==> src/rtl/top.sv <==
// Serial-to-parallel byte receiver (LSB first) feeding a DEPTH-entry byte FIFO.
// One-cycle latency on every event; status_out low while a byte waits, enqueue into a full queue ignored.
module top #(
   parameter int DEPTH = 8
) (
   input  logic       clock_1MHz,
   input  logic       rst,
   input  logic       data_in,
   input  logic       write_in,
   input  logic       enqueue_in,
   input  logic       dequeue_in,
   output logic       status_out,
   output logic [7:0] data_out
);

   localparam int AW = $clog2(DEPTH);
   localparam logic [AW:0] DEPTH_C = (AW+1)'(DEPTH);

   typedef enum logic {RECV, FULL} state_t;

   state_t        state;
   logic          ready;
   logic          write_prev, enq_prev, deq_prev;
   logic [7:0]    shreg;
   logic [3:0]    bitcnt;
   logic [AW-1:0] wr_ptr, rd_ptr;
   logic [AW:0]   count;
   logic [7:0]    mem [DEPTH];

   logic write_ev, enq_ev, deq_ev, do_enq, do_deq;

   assign write_ev = write_in   && !write_prev;
   assign enq_ev   = enqueue_in && !enq_prev;
   assign deq_ev   = dequeue_in && !deq_prev;

   // Both decisions use the pre-cycle count, so a full queue still serves a pop
   // while refusing the push, and an empty queue takes the push but not the pop.
   assign do_enq = enq_ev && (state == FULL) && (count != DEPTH_C);
   assign do_deq = deq_ev && (count != '0);

   // ready holds status_out low for the reset cycle so the sender sees a 0->1 edge.
   assign status_out = ready && (state == RECV);

   always_ff @(posedge clock_1MHz) begin
      if (!rst) begin
         state      <= RECV;
         ready      <= 1'b0;
         write_prev <= 1'b0;
         enq_prev   <= 1'b0;
         deq_prev   <= 1'b0;
         shreg      <= '0;
         bitcnt     <= '0;
         wr_ptr     <= '0;
         rd_ptr     <= '0;
         count      <= '0;
         data_out   <= '0;
      end else begin
         ready      <= 1'b1;
         write_prev <= write_in;
         enq_prev   <= enqueue_in;
         deq_prev   <= dequeue_in;

         if (write_ev && state == RECV) begin
            shreg  <= {data_in, shreg[7:1]};
            bitcnt <= bitcnt + 4'd1;
            if (bitcnt == 4'd7)
               state <= FULL;
         end

         if (do_enq) begin
            wr_ptr <= wr_ptr + 1'b1;
            bitcnt <= '0;
            state  <= RECV;
         end

         if (do_deq) begin
            data_out <= mem[rd_ptr];
            rd_ptr   <= rd_ptr + 1'b1;
         end

         case ({do_enq, do_deq})
            2'b10:   count <= count + 1'b1;
            2'b01:   count <= count - 1'b1;
            default: count <= count;
         endcase
      end
   end

   always_ff @(posedge clock_1MHz) begin
      if (rst && do_enq)
         mem[wr_ptr] <= shreg;
   end

endmodule

==> config.mk <==
export PLATFORM = sky130hd
export DESIGN_NAME = top
export DESIGN_NICKNAME = d
export VERILOG_FILES = /design/src/rtl/top.sv
export SDC_FILE = /design/constraint.sdc
export NUM_CORES = 1
export LEC_CHECK = 0
export CAP_MARGIN = 20
export CORE_MARGIN = 5
export CORE_UTILIZATION = 52
export DETAILED_ROUTE_END_ITERATION = 8
export DONT_BUFFER_PORTS = 1
export PLACE_DENSITY = 0.67
export SLEW_MARGIN = 20
export SYNTH_ARGS = -nofsm -noshare
export SYNTH_HDL_FRONTEND = slang
export SYNTH_SLANG_ARGS = --single-unit
==> constraint.sdc <==
create_clock -name clock_1MHz -period 3.3 [get_ports clock_1MHz]
set_clock_uncertainty 0.15 [all_clocks]
set_input_delay 0.825 -clock clock_1MHz [delete_from_list [all_inputs] [get_ports clock_1MHz]]
set_output_delay 0.825 -clock clock_1MHz [all_outputs]
set_load 0.05 [all_outputs]
==> summary.txt, run 1 <==
Run status
  • Status: completed

Floorplanning
  • Site row count: 31
  • CORE AREA: 0.00725 sq mm
  • DIE AREA: 0.00924 sq mm
  • Die X: 96.1 um
  • Die H: 96.1 um
  • Ports: 15
  • Initial core utilization: 0.531

CTS
  • CTS Buf Count: 9
  • Longest Clk Path Bufs: 2
  • CTS tree: done
  • Hold Buf Count CTS: 0
  • Clock Latency Late Sink: 0.36 ns
  • Postcts setup bufs: 0
  • Htree depth: 3
  • Clock Tree Root: clkbuf_8
  • Clock transition at path regs: 0.09 ns
  • Post_cts resized: 0
  • Sink Count: 99

Place
  • HPWL after detailed placement: 4160 um
  • DP Cell Count: 348
  • Port-buffer cells: 0
  • DP Area: 0.00401 sq mm
  • GPL Wtd Cong: 0.773

Route
  • TritonRoute pass-1 iters: 5
  • Drt wl/cell: 18.4 um
  • Drt total wl: 6690 um
  • Vias per cell: 5.56
  • Iteration-0 DRC Markers: 127
  • DRC Markers: 0
  • Via count: 2024
  • Routed Antenna Nets: 0

Timing
  • RSZ-0062 raised after global routing: false
  • Slew margin rel.: 0.377
  • Final slew viol count: 0
  • Hold Fails Final Rpt: 0
  • TNS Setup: 0 ns
  • Final period util: 0.809
  • Min Tclk post-route: 2.67 ns
  • Setup violators final: 0
  • Max Clk Rate: 375 MHz
  • Actual slew at the worst max-slew pin: 0.932 ns

Worst setup path
  • Worst setup path endpoint: count[3]$_SDFFE_PN0P_
  • Startpoint Class: register
  • Crit Path Class: register to register
  • Worst r2r dst: count[3]$_SDFFE_PN0P_
  • Crit-path max FO: 11
  • Reg2Reg Launch Point: count[3]$_SDFFE_PN0P_
  • CP endpoint kind: register
  • Req. time, crit path: 3.45 ns
  • Worst R2R Setup Slack: 0.63 ns
  • CP Launch Point: count[3]$_SDFFE_PN0P_
  • Critical Path AT: 2.82 ns
  • Reg2Reg Depth: 8

Final layout
  • Final instance area: 0.00421 sq mm
  • Filler cell count: 582
  • Share of cells above drive strength 1: 0.177
  • Synthesis-to-finish area growth: 9.19%
  • Finished Layout Cells: 364
  • Antenna Cells: 0
  • Nets@finish: 273
  • Footprint of the multi-input gates: 0.00116 sq mm
  • Register area: 0.00262 sq mm

Job
  • Max-cap violations: 0

GRT
  • Largest net degree at the start of global routing: 37
  • Vias in the first global route: 2064
  • Initial antenna violation count: 0
  • First-pass GRT wire length: 10900 um
  • Total grt overflow: 0
  • Total GRT Usage: 0.167

Synth
  • Async S/R FF share, synth: 0
  • Post-Syn Area per Cell: 15.5 sq um
  • Post-synth EDFFs: 64
  • Post-synthesis sequential area ratio: 0.680
  • #FFs+latches synth: 99
  • Synth Warn #: 0
  • Post-synthesis cell count: 248
  • Syn Nets: 261
  • Netlist Area Pre-Place: 0.00385 sq mm
  • Most used DFF post-synth: edfxtp_1
  • Post-synthesis cell type count: 35

Worst hold path
  • Tightest Hold Check Type: primary input to register

Power
  • VDD IR max: 0.000214 V
  • Pwr/cell area: 503 mW/mm^2
  • LEAKAGE: 1.46 nW
power breakdown:
part           total (W)  internal, W  switching (W)
clock           0.000777     0.000357       0.000420
combinational  0.0000249    0.0000127      0.0000122
sequential       0.00132      0.00131     0.00000605
area by class of cell:
| type | count | area share |
|---|---|---|
| well taps | 99 | 0.0294 |
| flip-flops and latches | 99 | 0.623 |
| repair buffers | 11 | 0.0196 |
| clock inverters | 7 | 0.0178 |
| multi-input cells | 134 | 0.276 |
| inverters | 5 | 0.00446 |
| clock buffers | 9 | 0.0294 |
sequential cells by signal, summed over array words and instances, names as in the netlist:
name / cells
wr_ptr: 3
rd_ptr: 3
mem: 64
state: 1
enq_prev: 1
shreg: 8
bitcnt: 4
count: 4
write_prev: 1
ready: 1
deq_prev: 1
data_out: 8
worst max-delay path, cell delays in order (launching register included):
cell and delay (ns):
dfxtp_1 0.36, or4_4 0.57, and2_4 0.23, ha_1 0.24, ha_1 0.29, a21o_1 0.18, a21oi_1 0.16, mux2i_1 0.23
mux2i_1 0.19
worst min-delay path by stage:
stage	from	endpoint	slack, ns	cells after the start
after floorplan	count[3]$_SDFFE_PN0P_	count[3]$_SDFFE_PN0P_	0.32	2
after CTS	rst	ready$_DFF_P_	0.32	0
after global placement	bitcnt[3]$_SDFFE_PP0P_	bitcnt[3]$_SDFFE_PP0P_	0.35	2
final	rst	ready$_DFF_P_	0.34	0
after detailed placement	bitcnt[3]$_SDFFE_PP0P_	bitcnt[3]$_SDFFE_PP0P_	0.37	2
after global routing	rst	ready$_DFF_P_	0.31	0
synth_stat cells (6+ instances only):
| master | n | share of area |
|---|---|---|
| o22ai_1 | 8 | 0.013 |
| edfxtp_1 | 64 | 0.50 |
| o21ai_0 | 10 | 0.013 |
| mux2i_1 | 13 | 0.034 |
| nor2b_1 | 12 | 0.019 |
| ha_1 | 6 | 0.019 |
| mux4_2 | 16 | 0.093 |
| and2_1 | 10 | 0.016 |
| dfxtp_1 | 35 | 0.18 |
| nand2_1 | 7 | 0.0068 |
| nor2_1 | 16 | 0.016 |
placed cells by master (no fill, tap or decap):
cell	synthesis	layout
a211oi_1	1	1
a21o_1	2	2
a21oi_1	2	2
and2_1	10	10
and2_4	1	1
buf_4	2	11
bufinv_16	0	1
clkbuf_8	0	9
clkinv_2	0	2
clkinv_4	0	1
dfxtp_1	35	35
edfxtp_1	64	64
fa_1	1	1
ha_1	6	6
inv_1	5	5
inv_6	0	3
mux2i_1	13	13
mux4_2	16	16
nand2_1	7	7
nand2b_1	2	2
nand3_1	3	3
nand3b_1	2	2
nand4_1	1	1
nor2_1	16	16
nor2b_1	12	12
nor3_1	5	5
nor3b_2	0	1
nor4_1	3	3
nor4bb_1	1	1
o21ai_0	10	10
o22ai_1	8	8
or2_2	1	1
or4_4	1	1
xnor2_1	5	5
xor2_1	4	4
per-stage QoR:
step | worst slack (ns) | total power, W | util | hold slack, ns
detailed placement | 0.486 | 0.00137 | 0.553 | 0.366
finish | 0.631 | 0.00212 | 0.580 | 0.338
CTS | 0.634 | 0.00214 | 0.580 | 0.316
floorplan | 0.601 | 0.00137 | - | 0.323
global route | 0.518 | 0.00220 | 0.580 | 0.314
global placement | 0.563 | 0.00137 | 0.553 | 0.355
routing by layer:
layer  GRT usage  routed length, um  up-vias
met3      0.0336                281       10
met2       0.265               3230       43
met5           0                  0        -
met4      0.0782                117        0
met1       0.221               3060     1023
li1            -                  -      948
kinds of logic after synthesis:
kind of cell | after synthesis | synth area share
buf+inv | 15 | 0.0195
xor+xnor | 9 | 0.0204
mux | 29 | 0.127
fa+ha+maj | 7 | 0.0247
compound gates | 23 | 0.0344
simple gates | 66 | 0.0935
flops | 99 | 0.680
Power figures use the tool's default switching activity.
==> run 2, diff against run 1 <==
clock period = 2.5 ns   (was 3.3 ns; I/O delays follow)
==> summary.txt, run 2 (synthesis gave the netlist of run 1 again) <==
Worst hold path
  • WHS Path Cells: 0 (unchanged)
  • Tightest Hold Check Type: primary input to register
  • Hold Path Sink: ready$_DFF_P_
  • Worst Min Path Start: rst

Floorplanning
  • Die H: 96.1 um (unchanged)
  • Initial core utilization: 0.531 (unchanged)
  • Ports: 15 (unchanged)
  • Die X: 96.1 um (unchanged)
  • Site row count: 31 (unchanged)
  • CORE AREA: 0.00725 sq mm (unchanged)
  • DIE AREA: 0.00924 sq mm (unchanged)

Worst setup path
  • Crit-path max FO: 4 (-7)
  • Crit Path Class: register to register
  • Worst r2r dst: count[3]$_SDFFE_PN0P_
  • Req. time, crit path: 2.64 ns (-0.81 ns)
  • Slowest Stage Delay on Critical Path: 0.54 ns (-0.03 ns)
  • CP max stage cell: or4_4
  • CP endpoint kind: register
  • Reg2Reg Depth: 8 (unchanged)
  • Startpoint Class: register
  • CP Launch Point: count[1]$_SDFFE_PN0P_
  • Reg2Reg Launch Point: count[1]$_SDFFE_PN0P_
  • CP Cell Sequence: or4_4, and2_4, ha_4, ha_4, a21o_1, a21oi_2, mux2i_1, mux2i_1
  • Worst R2R Setup Slack: 0.15 ns (-0.48 ns)
  • Critical Path AT: 2.49 ns (-0.33 ns)

Route
  • Drt total wl: 6180 um (-7.6%)
  • Vias per cell: 5.28 (-5.1%)
  • Routed Antenna Nets: 0 (unchanged)
  • TritonRoute pass-1 iters: 4 (-1)
  • DRC Markers: 0 (unchanged)
  • Via count: 1964 (-3.0%)
  • Iteration-0 DRC Markers: 109 (-14%)
  • Drt wl/cell: 16.6 um (-9.6%)

Place
  • HPWL after detailed placement: 3930 um (-5.3%)
  • Post-Place Worst Slack: 0.0759 ns (-0.410 ns)
  • Port-buffer cells: 0 (unchanged)
  • DP Area: 0.00408 sq mm (+1.7%)
  • GPL Wtd Cong: 0.692 (-11%)

CTS
  • Clock Tree Root: clkbuf_8
  • CTS Buf Count: 9 (unchanged)
  • Clock transition at path regs: 0.10 ns (about the same)
  • Sink Count: 99 (unchanged)
  • Clock Latency Late Sink: 0.36 ns (about the same)
  • Hold Buf Count CTS: 0 (unchanged)
  • CTS tree: done
  • Longest Clk Path Bufs: 2 (unchanged)
  • Htree depth: 3 (unchanged)

Timing
  • Slew margin rel.: 0.653 (+0.276)
  • Final period util: 0.940 (+0.131)
  • Hold WS: 0.137 ns (-0.201 ns)
  • Min Tclk post-route: 2.35 ns (-0.320 ns)
  • Setup violators final: 0 (unchanged)
  • Worst Slack Setup Final: 0.151 ns (-0.480 ns)
  • Hold Fails Final Rpt: 0 (unchanged)
  • TNS Setup: 0 ns (unchanged)
  • Final slew viol count: 0 (unchanged)
  • Max Clk Rate: 426 MHz (+14%)
  • RSZ-0062 raised after global routing: false
  • Actual slew at the worst max-slew pin: 0.520 ns (-0.412 ns)

Final layout
  • Number of flip-flops in the largest register: 64 (unchanged)
  • Synthesis-to-finish area growth: 11.5%
  • Share of cells above drive strength 1: 0.216 (+0.0388)
  • Commonest non-fill, non-tap cells in the layout: 64 x edfxtp_1, 34 x dfxtp_1, 19 x buf_4
  • Final instance area: 0.00430 sq mm (+2.1%)
  • Antenna Cells: 0 (unchanged)
  • Top reg by flops: mem
  • Nets@finish: 281 (+2.9%)
  • Regs by FF count: mem x64, data_out x8, shreg x8
  • Utilization after layout: 0.593 (+0.0124)
  • Commonest non-fill, non-tap cell in the layout: edfxtp_1

Power
  • Pwr/cell area: 643 mW/mm^2 (+28%)
  • LEAKAGE: 1.48 nW (+1.3%)
  • VDD IR max: 0.000272 V (+27%)

GRT
  • First-pass GRT wire length: 10000 um (-8.3%)
  • Total grt overflow: 0 (unchanged)
  • Initial antenna violation count: 0 (unchanged)
  • Vias in the first global route: 1932 (-6.4%)
  • Total GRT Usage: 0.150 (-0.0163)
  • Largest net degree at the start of global routing: 37 (unchanged)

Run status
  • Status: completed

Job
  • Max-cap violations: 0 (unchanged)
## run 2: changes by cell type in the layout (fill, tap and decap cells not counted), sizes merged
cell and delta:
buf +8, bufinv -1, clkinv -1, clkinvlp +1, inv +1
## run 2: repair_timing
action                     4_1_cts  5_1_grt
resized for setup                0        2
setup endpoints to repair        0        1
setup buffers                    0        1
## run 2: worst max-delay path: cells and delay by family, from the launching register on
kind                     cells  cell delay, ns
AND/OR/NAND/NOR              2            0.71
adder cells (fa/ha/maj)      2            0.38
AO/OA/AOI/OAI                2            0.31
flip-flops                   1            0.33
multiplexers                 2            0.40
## run 2: stage by stage
| stage | total power (W) | std cells |
|---|---|---|
| 3_5_place_dp | 0.00181 | 355 |
| 3_3_place_gp | 0.00181 | 355 |
| 5_1_grt | 0.00286 | 372 |
| 2_1_floorplan | 0.00181 | 248 |
| 4_1_cts | 0.00280 | 371 |
| 6_report | 0.00276 | 372 |
## run 2: worst max path at each step
stage | slack [ns] | end | depth (start not counted)
6_report | 0.15 | count[3]$_SDFFE_PN0P_ | 8
4_1_cts | 0.05 | count[3]$_SDFFE_PN0P_ | 8
3_5_place_dp | 0.08 | count[3]$_SDFFE_PN0P_ | 8
5_1_grt | 0.05 | count[3]$_SDFFE_PN0P_ | 8
2_1_floorplan | -0.009 | mem[4][0]$_DFFE_PP_ | 5
3_3_place_gp | 0.12 | count[3]$_SDFFE_PN0P_ | 8
## run 2: layout make-up
cell class              count  area (sq um)
clock buffers               9           124
repair buffers             19           143
multi-input cells         134          1190
flip-flops and latches     99          2620
well taps                  99           124
fillers                   558          2950
clock inverters             7          75.1
inverters                   5          18.8
## run 2: layer usage
metal  global-route usage  up-vias  part of all wire
li1                     -      970                 -
met1                0.211      953              0.48
met5                    0        -                 0
met3               0.0328        9             0.042
met4               0.0746        0             0.019
met2                0.222       32              0.46
## run 2: power breakdown
part | switching, W | total (W) | internal (W)
Clock | 0.000595 | 0.000991 | 0.000396
Sequential | 0.00000822 | 0.00174 | 0.00173
Combinational | 0.0000159 | 0.0000347 | 0.0000188
Total | 0.000619 | 0.00276 | 0.00214
==> run 3, diff against run 2 <==
CTS_BUF_LIST = sky130_fd_sc_hd__clkbuf_8   (was not set)
==> results of run 3 <==
Same layout as run 2: the final DEF is identical, and so are final timing and power.
